==> src/rtl/register_file.sv <==
`default_nettype none
// ----------------------------------------------------------------------------
// register_file : 32-entry register file, x0 hardwired to zero,
//                 two combinational read ports with write-through bypass.
// Revision      : 1.0
// ----------------------------------------------------------------------------
module register_file #(
  parameter int DATA_WIDTH = 32,
  parameter int ADDR_WIDTH = 5
) (
  input  logic                  clk,
  input  logic                  reset,
  input  logic                  regWrite,
  input  logic [DATA_WIDTH-1:0] write_data,
  input  logic [ADDR_WIDTH-1:0] rd_data,
  input  logic [ADDR_WIDTH-1:0] rs1_data,
  input  logic [ADDR_WIDTH-1:0] rs2_data,
  output logic [DATA_WIDTH-1:0] read_data1,
  output logic [DATA_WIDTH-1:0] read_data2
);

  localparam int c_NUM_REGS = 2 ** ADDR_WIDTH;

  logic [DATA_WIDTH-1:0] r_regs [c_NUM_REGS];
  logic                  w_write_en;
  logic                  w_bypass1;
  logic                  w_bypass2;

  // Entry 0 is only ever reset, never written, so it always reads as zero.
  assign w_write_en = reset && regWrite && (rd_data != '0);
  assign w_bypass1  = w_write_en && (rs1_data == rd_data);
  assign w_bypass2  = w_write_en && (rs2_data == rd_data);

  always_ff @(posedge clk or negedge reset) begin
    if (!reset) begin
      for (int i = 0; i < c_NUM_REGS; i++) begin
        r_regs[i] <= '0;
      end
    end else if (w_write_en) begin
      r_regs[rd_data] <= write_data;
    end
  end

  // Outputs are forced to zero during reset so nothing leaks past the async clear.
  always_comb begin
    read_data1 = '0;
    read_data2 = '0;
    if (reset) begin
      read_data1 = w_bypass1 ? write_data : r_regs[rs1_data];
      read_data2 = w_bypass2 ? write_data : r_regs[rs2_data];
    end
  end

endmodule
`default_nettype wire

==> config.mk <==
export PLATFORM = sky130hd
export DESIGN_NAME = register_file
export DESIGN_NICKNAME = d
export VERILOG_FILES = /design/src/rtl/register_file.sv
export SDC_FILE = /design/constraint.sdc
export NUM_CORES = 2
export LEC_CHECK = 0
export ABC_CLOCK_PERIOD_IN_PS = 2900
export CAP_MARGIN = 10
export CORE_MARGIN = 8
export CORE_UTILIZATION = 50
export DETAILED_ROUTE_END_ITERATION = 8
export PLACE_DENSITY = 0.77
export SLEW_MARGIN = 30
export SYNTH_ARGS = -nofsm -noshare
export SYNTH_HDL_FRONTEND = slang
export SYNTH_SLANG_ARGS = --single-unit
==> constraint.sdc <==
create_clock -name clk -period 2.9 [get_ports clk]
set_input_delay 0.58 -clock clk [delete_from_list [all_inputs] [get_ports clk]]
set_output_delay 0.58 -clock clk [all_outputs]
set_load 0.005 [all_outputs]
# Word-level counts from Yosys, hierarchy flattened
# Index checks and enable logic that the tools add are counted.
[word_totals]
elab_cells = 60
ff_bits = 1024
output_inout_bits = 64
inputBits = 50
[op_classes]
reduce_logical = 6
n_eq_ne = 2
bitwise = 3
n_mux = 13
order_cmp = 4
[op_table]
columns = ["cell", "count"]
rows = [
  ["$bwmux 1024", 1],
  ["$bmux 32 s5", 2],
  ["$mux 32", 9],
  ["$demux 32 s5", 1],
  ["$ge 6x6->1 const B", 3],
  ["$not 5->6", 3],
  ["$eq 5x5->1", 2],
  ["$lt 6x1->1 const B", 1],
  ["$logic_and 1x1->1", 5],
  ["$reduce_bool 5->1", 1],
]

# Logic depth before layout (Yosys ltp)
[depth]
depth_word = 6
depth_mapped = 10
ltp_nobuf = 5

# Least setup slack after synthesis
# Ideal clock, no wire load.
[synth_timing]
kind = "input to output"
from = "input rs1_data[1]"
to = "output read_data1[20]"
cell_stages = 7
t_required_ns = 2.320
setup_slack_ns = 0.156
path_buffers = 3
arrival_time_ns = 2.164
path_cell_list = "buf_4 buf_4 buf_2 mux4_2 a22oi_1 nand3_1 o2111a_1"
[synth_via]
elab_chain_len = 6
word_cells_on_any_way = 8
classes_between = "eq/ne (1); mux (5); bitwise (1); reduce/logical (1)"
[synth_lines]
columns = ["item", "line", "rtl"]
rows = [
  ["from (decl)", "16", "input logic [ADDR_WIDTH-1:0] rs1_data,"],
  ["$not 5->6 (not written as such)", "49", "read_data1 = w_bypass1 ? write_data : r_regs[rs1_data];"],
  ["$bmux 32 s5", "49", ""],
  ["$mux 32 (not written as such) (2 in series)", "49", ""],
  ["$mux 32 *", "49", ""],
  ["$mux 32 *", "48", "if (reset) begin"],
  ["to (decl)", "18", "output logic [DATA_WIDTH-1:0] read_data1,"],
]
# Mark *: on every way between the ends. The rest lies on a longest branch, timed or not. The select of a mux whose other input is x is not followed.

# Worst setup path after layout
[layout_timing]
from = "input rd_data[3]"
to = "output read_data2[16]"
[layout_via]
elab_chain_len = 5
word_cells_on_any_way = 6
classes_between = "eq/ne (1); mux (2); reduce/logical (3)"
[layout_lines]
columns = ["item", "line", "rtl"]
rows = [
  ["from (decl)", "15", "input logic [ADDR_WIDTH-1:0] rd_data,"],
  ["$reduce_bool 5->1", "30", "assign w_write_en = reset && regWrite && (rd_data != '0);"],
  ["$logic_and 1x1->1", "30", ""],
  ["$logic_and 1x1->1 *", "32", "assign w_bypass2 = w_write_en && (rs2_data == rd_data);"],
  ["$mux 32 *", "50", "read_data2 = w_bypass2 ? write_data : r_regs[rs2_data];"],
  ["$mux 32 *", "48", ""],
  ["to (decl)", "19", "output logic [DATA_WIDTH-1:0] read_data2"],
]
# Mark *: on every way between the ends. The rest lies on a longest branch, timed or not.

==> run_results.csv <==
group,metric,value,unit
power_and_ir_drop,sequentialPowerShare,44.1,%
placement,port_buffers,113,
power_and_ir_drop,p_leak,31.3,nW
die,fp.dieArea,123000,um2
status,violations,"negative setup slack",
sta,fin_crit_sh,112,%
finish,stdcell_count,5836,
sta,setup_ws,-344,ps
sta,fin_tns_setup,-14370,ps
die,die_x,350,um
finish,syn2layout_area_growth,23.3,%
setup_path,reg2reg_to,"r_regs[489]",
route,first_pass_iters,6,
synth,async_flop_share,100,%
synth,syn_nets,3851,
synth,ys_top_cells_by_area,"dfrtp_1, mux2_2, mux4_2",
synth,synth_top_area_cell,"dfrtp_1",
power_and_ir_drop,irDropWorstVdd,0.539,mV
sta,relSlewSlack,39.8,%
setup_path,worstPathMaxFanout,7,
synth,ys.flop_type,"dfrtp_1",
sta,setup_violations,64,
die,placementRows,122,
power_and_ir_drop,p_total,39.9,mW
power_and_ir_drop,p_int,29.0,mW
sta,timing.fmax,0.308,GHz
clock_tree,cts_tree,"yes",
power_and_ir_drop,power_frac_comb,20.3,%
setup_path,cp.arrival,2660,ps
synth,syn_area_per_cell,14.7,um2
clock_tree,htreeDepth,3,
power_and_ir_drop,sw_frac_of_total,27.5,%
synth,synth_top_area_share,45.9,%
finish,multi_input_area,28900,um2
status,status,"finished with violations",
route,drt.antenna.violating_nets,0,
route,drc,0,
synth,synth_cell_type_count,45,
die,die_h,350,um
setup_path,endpoint_kind,"output port",
finish,register_area,25600,um2
grt,grt_pass1_wl,287000,um
die,start_util,50.5,%
route,viasPerCell,6.97,
finish,top_regs,"r_regs (1024)",
route,vias,40700,
setup_path,critPathLaunchType,"input pin",
sta,grt_setup_unrepaired,"true",
finish,final_core_util,62.2,%
sta,layout_min_cycle_time,3240,ps
setup_path,r2r_cells,2,
sta,slew_violations,0,
grt,track_usage,31.5,%
clock_tree,clkLatencyLatePin,710,ps
finish,top_register,"r_regs",
sta,fin_skew,0,ps
grt,grt_max_degree,146,
grt,grt_pass1_vias,41500,
placement,post-dp-hpwl,121000,um
route,wl_per_cell,33.7,um
finish,final_nets,4310,
sta,hold_viol,0,
clock_tree,cts.sink_count,1024,
placement,dp_cells,5490,
sta,worst_pin_slew,903,ps
setup_path,rrSetupSlack,1990,ps
grt,grt-ovfl-total,0,
finish,n_fill_cell,7604,
route,first_iter_violations,5648,
placement,dpl_cell_area,62700,um2
clock_tree,clkTransAtPathRegs,70,ps
job,cap_violations,0,
finish,fin_area,68900,um2
die,io-pin-count,114,
setup_path,rr_startpoint,"r_regs[489]",
synth,synth_area,55800,um2
synth,syn_inst,3801,
die,coreArea,111000,um2
power_and_ir_drop,power_density,580,nW/um2
power_and_ir_drop,p_clk_share,35.6,%
finish,drive_above_1_share,58.7,%
clock_tree,max-clock-path-buffers,3,
clock_tree,cts_buffers,106,
finish,largest_reg_flops,1024,
setup_path,crit_required,2320,ps
min_path,hp-class,"input pin to async pin",
synth,synth-seq-cells,1024,
synth,synth_seq_area_share,45.9,%
setup_path,critPathKind,"input pin to output port",
synth,synth-edff-count,0,
placement,place.gp.congestion,0.928,
power_and_ir_drop,p_switching,11.0,mW
grt,antenna_found_initial,4,
route,wl,196000,um
clock_tree,root_buffer,"clkbuf_16",
synth,ys_warn_count,0,
synth_stat cells (all sizes together), types with 2 or more instances:
master  count
and3       16
and2        6
nor3        3
mux2i     275
buf       268
nand3      71
inv         4
o2111a     49
nor4        3
nand2     110
a41oi       2
dfrtp    1024
a21oi      12
o211ai     64
mux4      415
xor2        6
clkbuf    171
mux2     1054
a211oi     14
nor2       28
nor2b      16
a22oi     129
o31a        2
a221oi     21
o21ai      31
xnor2       3
cells in the final DEF, fill, tap and decap left out, types with 8 or more instances in the layout:
cell,Yosys,layout
mux2_2,1052,1033
dfrtp_1,1024,1024
buf_4,55,410
mux4_2,388,391
mux2i_1,275,266
buf_12,7,164
clkbuf_16,0,111
a22oi_1,129,106
nand2_1,110,83
buf_6,18,71
o211ai_1,64,64
buf_2,121,59
o2111a_1,49,45
nand3_1,71,34
clkdlybuf4s50_1,0,32
nand3_2,0,30
buf_8,2,27
mux4_1,27,24
clkbuf_8,0,24
a22oi_2,0,23
nand2_2,0,23
clkbuf_1,164,22
a221oi_1,21,20
mux2_4,0,19
nor2_4,0,19
clkinv_2,0,18
buf_16,0,16
o21ai_1,1,13
a211oi_2,3,13
a21oi_1,12,12
and3_1,16,9
mux2i_2,0,9
bufinv_16,0,9
nor2b_2,0,8
o21ai_0,30,8
critical path: stages:
cell and delay (ps):
buf_6 100, buf_6 110, xor2_2 170, nor4_2 270
buf_4 170, buf_6 100, a41oi_4 110, buf_12 160
buf_8 130, buf_8 130, buf_8 130, o211ai_1 100
o2111a_1 250, buf_2 130
metal layers:
metal  vias to the layer above  global-route usage (%)  part of all wire, %
met3                       646                    10.2                   13
met1                     21500                    41.8                   37
li1                      15600                       -                    -
met2                      2944                    45.5                   44
met5                         -                       0               0.0041
met4                         2                    17.9                  6.1
power by group through the flow:
stage | clock network, mW | registers, mW | logic (mW)
after floorplan | 0 | 17.2 | 4.87
after global placement | 0 | 17.6 | 7.14
after detailed placement | 0 | 17.7 | 7.32
after CTS | 14.3 | 17.5 | 7.81
after global routing | 14.9 | 17.8 | 8.48
final | 14.2 | 17.6 | 8.10
cells by family after synthesis:
family	share of synthesized area (%)
AO/OA/AOI/OAI	4.61
XOR/XNOR	0.141
buffers and inverters	4.14
flip-flops	45.9
multiplexers	43.1
AND/OR/NAND/NOR	2.11
per-stage QoR:
stage,hold WS (ps),setup slack (ps)
2_1_floorplan,284,156
3_3_place_gp,377,-1070
3_5_place_dp,384,-1030
4_1_cts,48.4,-411
5_1_grt,80.2,-403
6_report,50.1,-344
what timing repair did:
action	4_1_cts	5_1_grt
gates cloned	11	3
setup endpoints to repair	64	64
buffers inserted	102	52
endpoints found under the hold margin	5	0
pin swaps	61	54
hold buffers	1	0
resized for setup	508	135
how the worst max path moves through the flow:
stage | depth (start not counted) | start | endpoint
CTS | 14 | rs2_data[1] | read_data2[16]
global placement | 11 | rd_data[0] | read_data2[31]
global route | 14 | rd_data[3] | read_data2[16]
finish | 14 | rd_data[3] | read_data2[16]
detailed placement | 11 | rd_data[0] | read_data2[31]
floorplan | 7 | rs1_data[1] | read_data1[20]
area by class of cell:
type	instances	area share, %
inverter	4	0.0218
antenna	2	0.00727
multi-input combinational	2334	42.0
tap	1488	2.70
clock inverter	40	0.711
sequential	1024	37.2
timing repair buffer	790	12.8
clock buffer	154	4.52
(Power assumes the default switching activity.)
